[src/rtl/vga_timing_pkg.sv]
// Shared VGA 640x480@60 timing constants and coordinate type, used by the sync
// generator and the downstream draw stage.
package vga_timing_pkg;

  localparam int COORD_W = 10;
  typedef logic [COORD_W-1:0] coord_t;

  localparam int H_VISIBLE_DEF = 640;
  localparam int H_FP_DEF      = 16;
  localparam int H_SYNC_DEF    = 96;
  localparam int H_BP_DEF      = 48;
  localparam int H_TOTAL_DEF   = H_VISIBLE_DEF + H_FP_DEF + H_SYNC_DEF + H_BP_DEF;

  localparam int V_VISIBLE_DEF = 480;
  localparam int V_FP_DEF      = 10;
  localparam int V_SYNC_DEF    = 2;
  localparam int V_BP_DEF      = 33;
  localparam int V_TOTAL_DEF   = V_VISIBLE_DEF + V_FP_DEF + V_SYNC_DEF + V_BP_DEF;

  function automatic logic in_range(input coord_t v, input coord_t lo, input coord_t hi);
    return (v >= lo) && (v <= hi);
  endfunction

endpackage

[src/rtl/pixel_clk_en.sv]
// Pixel clock-enable divider: counts 0..CLK_DIV-1 and raises pix_en for the one
// clock in which the count sits at CLK_DIV-1.
module pixel_clk_en #(
  parameter int CLK_DIV = 4
) (
  input  logic clk,
  input  logic rst,
  output logic pix_en
);

  localparam int DIV_W = (CLK_DIV > 1) ? $clog2(CLK_DIV) : 1;
  localparam logic [DIV_W-1:0] DIV_LAST = DIV_W'(CLK_DIV - 1);

  logic [DIV_W-1:0] div;
  logic [DIV_W-1:0] div_next;

  always_comb begin
    div_next = (div == DIV_LAST) ? '0 : div + DIV_W'(1);
  end

  // pix_en is registered from div_next so it is high in exactly the div==last clock.
  always_ff @(posedge clk) begin
    if (rst) begin
      div    <= '0;
      pix_en <= 1'b0;
    end else begin
      div    <= div_next;
      pix_en <= (div_next == DIV_LAST);
    end
  end

endmodule

[src/rtl/vga_sync_gen.sv]
// VGA sync generator: pixel divider, row/line counters and registered decode.
// Define VGA_FRAME_TICK_EN to build the per-frame strobe; otherwise it is tied 0.
module vga_sync_gen
  import vga_timing_pkg::*;
#(
  parameter int CLK_DIV   = 4,
  parameter int H_VISIBLE = H_VISIBLE_DEF,
  parameter int H_FP      = H_FP_DEF,
  parameter int H_SYNC    = H_SYNC_DEF,
  parameter int H_BP      = H_BP_DEF,
  parameter int V_VISIBLE = V_VISIBLE_DEF,
  parameter int V_FP      = V_FP_DEF,
  parameter int V_SYNC    = V_SYNC_DEF,
  parameter int V_BP      = V_BP_DEF
) (
  input  logic       Master_Clock_In,
  input  logic       Reset_In,
  output logic       Pixel_En_Out,
  output logic [9:0] Val_Row_Out,
  output logic [9:0] Val_Col_Out,
  output logic       Disp_Ena_Out,
  output logic       HSync_Out,
  output logic       VSync_Out,
  output logic       Frame_Tick_Out
);

  localparam int H_TOTAL = H_VISIBLE + H_FP + H_SYNC + H_BP;
  localparam int V_TOTAL = V_VISIBLE + V_FP + V_SYNC + V_BP;

  localparam coord_t H_LAST     = coord_t'(H_TOTAL - 1);
  localparam coord_t V_LAST     = coord_t'(V_TOTAL - 1);
  localparam coord_t H_VIS      = coord_t'(H_VISIBLE);
  localparam coord_t V_VIS      = coord_t'(V_VISIBLE);
  localparam coord_t V_VIS_LAST = coord_t'(V_VISIBLE - 1);
  localparam coord_t HS_FIRST   = coord_t'(H_VISIBLE + H_FP);
  localparam coord_t HS_LAST    = coord_t'(H_VISIBLE + H_FP + H_SYNC - 1);
  localparam coord_t VS_FIRST   = coord_t'(V_VISIBLE + V_FP);
  localparam coord_t VS_LAST    = coord_t'(V_VISIBLE + V_FP + V_SYNC - 1);

  logic   pix_en;
  coord_t row;
  coord_t col;
  coord_t row_next;
  coord_t col_next;
  logic   disp_ena;
  logic   hsync;
  logic   vsync;

  pixel_clk_en #(
    .CLK_DIV (CLK_DIV)
  ) u_pixel_clk_en (
    .clk    (Master_Clock_In),
    .rst    (Reset_In),
    .pix_en (pix_en)
  );

  always_comb begin
    row_next = row;
    col_next = col;
    if (pix_en) begin
      if (row == H_LAST) begin
        row_next = '0;
        col_next = (col == V_LAST) ? '0 : col + coord_t'(1);
      end else begin
        row_next = row + coord_t'(1);
      end
    end
  end

  // Decode from the next coordinates so the flags land in the same clock as the counters.
  always_ff @(posedge Master_Clock_In) begin
    if (Reset_In) begin
      row      <= '0;
      col      <= '0;
      disp_ena <= 1'b0;
      hsync    <= 1'b1;
      vsync    <= 1'b1;
    end else begin
      row      <= row_next;
      col      <= col_next;
      disp_ena <= (row_next < H_VIS) && (col_next < V_VIS);
      hsync    <= !in_range(row_next, HS_FIRST, HS_LAST);
      vsync    <= !in_range(col_next, VS_FIRST, VS_LAST);
    end
  end

`ifdef VGA_FRAME_TICK_EN
  logic frame_tick;

  // Fires with the advance from the last pixel of the last visible line to (0, V_VISIBLE).
  always_ff @(posedge Master_Clock_In) begin
    if (Reset_In) begin
      frame_tick <= 1'b0;
    end else begin
      frame_tick <= pix_en && (row == H_LAST) && (col == V_VIS_LAST);
    end
  end

  assign Frame_Tick_Out = frame_tick;
`else
  assign Frame_Tick_Out = 1'b0;
`endif

  assign Pixel_En_Out = pix_en;
  assign Val_Row_Out  = row;
  assign Val_Col_Out  = col;
  assign Disp_Ena_Out = disp_ena;
  assign HSync_Out    = hsync;
  assign VSync_Out    = vsync;

endmodule
[config.mk]
export PLATFORM = sky130hd
export DESIGN_NAME = vga_sync_gen
export DESIGN_NICKNAME = d
export VERILOG_FILES = /design/src/rtl/vga_timing_pkg.sv /design/src/rtl/pixel_clk_en.sv /design/src/rtl/vga_sync_gen.sv
export SDC_FILE = /design/constraint.sdc
export NUM_CORES = 1
export LEC_CHECK = 0
export BUFFER_PORTS_ARGS = -buffer_cell sky130_fd_sc_hd__clkbuf_2
export CORE_MARGIN = 5
export CORE_UTILIZATION = 40
export CTS_CLUSTER_SIZE = 20
export DETAILED_ROUTE_END_ITERATION = 16
export REMOVE_ABC_BUFFERS = 1
export SYNTH_ARGS = -nofsm -noshare
export SYNTH_HDL_FRONTEND = slang
export SYNTH_HIERARCHICAL = 1
export SYNTH_SLANG_ARGS = --single-unit
[constraint.sdc]
create_clock -name Master_Clock_In -period 2.4 [get_ports Master_Clock_In]
set_clock_uncertainty 0.2 [all_clocks]
set_input_delay 0.24 -clock Master_Clock_In [delete_from_list [all_inputs] [get_ports Master_Clock_In]]
set_output_delay 0.24 -clock Master_Clock_In [all_outputs]
set_load 0.02 [all_outputs]
==> results.cfg <==
[synth]
synth_cells = 168
ys_async_sr_fraction = 0
ys_types = 40
synthTopCellsByArea = dfxtp_1, xnor2_1, nor2_1
synth_edf_count = 0
synth_top_area_frac = 0.359
synth_area_per_cell_sq_um = 8.62
synth_seq_area_share = 0.359
synth_area_sq_um = 1450
synthFlopType = dfxtp_1
synth_area_leader_cell = dfxtp_1
yosysWarningCount = 6
ys_ff_latch = 26

[worst_setup_path]
start_kind = flip-flop
end_kind = flip-flop
cp.arrival_ps = 2240
slowest_stage = dfxtp_1
cpPeakStageDelay_ps = 430
crit_family = simple AND/OR/NAND/NOR gates
crit_top_cell = and3_1
critical_path_class = reg2reg
crit_chain = ha_1 > and3_1 > and3_1 > o2111a_1 > o221ai_1 > or4_1
worst-path-max-fanout = 8
crit_required_ps = 2410
cp.buffers_inverters = 0

[placed_design]
place_congestion = 0.827
io_buffers = 25
hpwl_um = 2560

[finish]
syn_to_final_growth_pct = 15.6
multi_input_area_sq_um = 830
diodes = 0
seqCellArea_sq_um = 520
layout-drive-gt1-share = 0.223
fin_nets = 206
fill_cells = 349

[global_route]
grt_start_max_net_pins = 17
grt_pass1_vias = 1282
antenna_found_initial = 0
grt_pass1_wl_um = 5750
grt_usage = 0.140
grt_overflow_total = 0

[sta]
min_period_over_period = 0.926
layout_min_cycle_time_ps = 2220
fmax_ghz = 0.450
drv_slew = 0
hold_viol = 0
worstMarginPinSlew_ps = 616
holdWs_ps = 127
setup_violations = 0
grt_setup_unrepaired = false
slew_headroom = 0.589

[drt]
wirelength_um = 3250
drc = 0
dr.pass1.iters = 5
post_drt_wl_per_cell_um = 13.4
ant_nets = 0
drt_iter0_drc = 64
vias = 1316
vias_per_cell = 5.42

[pwr]
pwr_density_cell_nw_per_um2 = 397
totalPowerFinal_w = 0.000665
ir_drop_mv = 0.347
leakagePower_nw = 0.710

[run_status]
outcome = completed

[clocking]
clockBufferDepth = 2
htreeDepth = 1
cts_tree = yes
clk_transition_reported_paths_ps = 140
clock_latency_ps = 320
cts_setup_buffers = 0
post_cts_resized = 0
hold_buffers = 0
cts_buffers = 3
clockRootBuffer = clkbuf_4
cts_sinks = 26

[die]
initial_core_util = 0.424
die_h_um = 70.2
dieArea_sq_um = 4930
rows = 21
design.core.area_sq_um = 3420
die_w_um = 70.2
io_pins = 27

[worst_hold_path]
hold_class = in2reg

[job]
maxCapViolations = 0
kinds of logic (layout without fill, tap and decap cells):
group,count (synthesis),after routing,share of synthesized area
flip-flops,26,26,0.359
adder cells (fa/ha/maj),5,5,0.0432
buffers and inverters,18,47,0.0682
other,1,1,0.00259
AND/OR/NAND/NOR,81,81,0.318
multiplexers,3,3,0.0207
AO/OA/AOI/OAI,16,16,0.0794
XOR/XNOR,18,18,0.109
through the flow:
stage	util	TNS, ps	instances	setup slack [ps]	area (sq um)
final	0.490	0	243	178	1680
after global routing	0.490	0	243	25.8	1680
after CTS	0.490	0	243	186	1680
after detailed placement	0.484	0	240	214	1650
after global placement	0.484	0	240	293	1650
after floorplan	-	-51.7	156	-51.7	1370
layer usage:
metal,part of all wire,track usage,routed length [um]
met4,0.014,0.0468,45
met5,0,0,0
met1,0.47,0.180,1530
met2,0.46,0.227,1500
met3,0.053,0.0387,171
state kept, by name, summed over array words and instances (netlist names):
name                   count
HSync_Out                  1
Val_Row_Out               10
Val_Col_Out               10
Disp_Ena_Out               1
u_pixel_clk_en/pix_en      1
VSync_Out                  1
u_pixel_clk_en/div         2
path summary, 6_finish.rpt:
kind / to / cells after the start / slack (ps) / startpoint
min: u_pixel_clk_en/div[1] / 3 / 130 / Reset_In
max: VSync_Out / 6 / 180 / Val_Row_Out[1]
min reg2reg: u_pixel_clk_en/div[0] / 1 / 280 / u_pixel_clk_en/div[0]
max reg2reg: VSync_Out / 6 / 180 / Val_Row_Out[1]
cells in the mapped netlist (all sizes together) (3+ instances only):
cell type and count:
dfxtp 26, and3 7, nor2 18, buf 8, nand4 8, mux2i 3, nor4b 3, nand2 5
ha 5, xor2 7, nor3 13, nor2b 3, xnor2 11, a21oi 4, clkbuf 4, and4 3
inv 6, nand3 12
tightest hold or removal path: cells and delay by family:
kind	cells	cell delay, ps
buf+inv	2	310
simple gates	1	50
final cells by class:
class / instances / share of cell area
Tap cell: 46 / 0.0344
Timing Repair Buffer: 38 / 0.133
Sequential cell: 26 / 0.311
Multi-Input combinational cell: 124 / 0.495
Inverter: 6 / 0.0134
Clock buffer: 3 / 0.0134
where the power goes:
group	leakage (nW)	internal, W	switching (W)
combinational	0.486	0.0000165	0.0000233
clock	0.0138	0.0000588	0.000123
sequential	0.211	0.000439	0.00000477
total	0.710	0.000514	0.000151
placed cells by master, fill, tap and decap left out, drive strengths merged, types with 2 or more instances in the layout:
| cell | n |
|---|---|
| a21oi | 4 |
| a31oi | 2 |
| and3 | 7 |
| and4 | 3 |
| buf | 13 |
| clkbuf | 28 |
| dfxtp | 26 |
| ha | 5 |
| inv | 6 |
| mux2i | 3 |
| nand2 | 5 |
| nand2b | 2 |
| nand3 | 12 |
| nand4 | 8 |
| nor2 | 18 |
| nor2b | 3 |
| nor3 | 13 |
| nor4 | 2 |
| nor4b | 3 |
| o21bai | 2 |
| xnor2 | 11 |
| xor2 | 7 |
No activity file was read; power rests on OpenSTA's default activity.
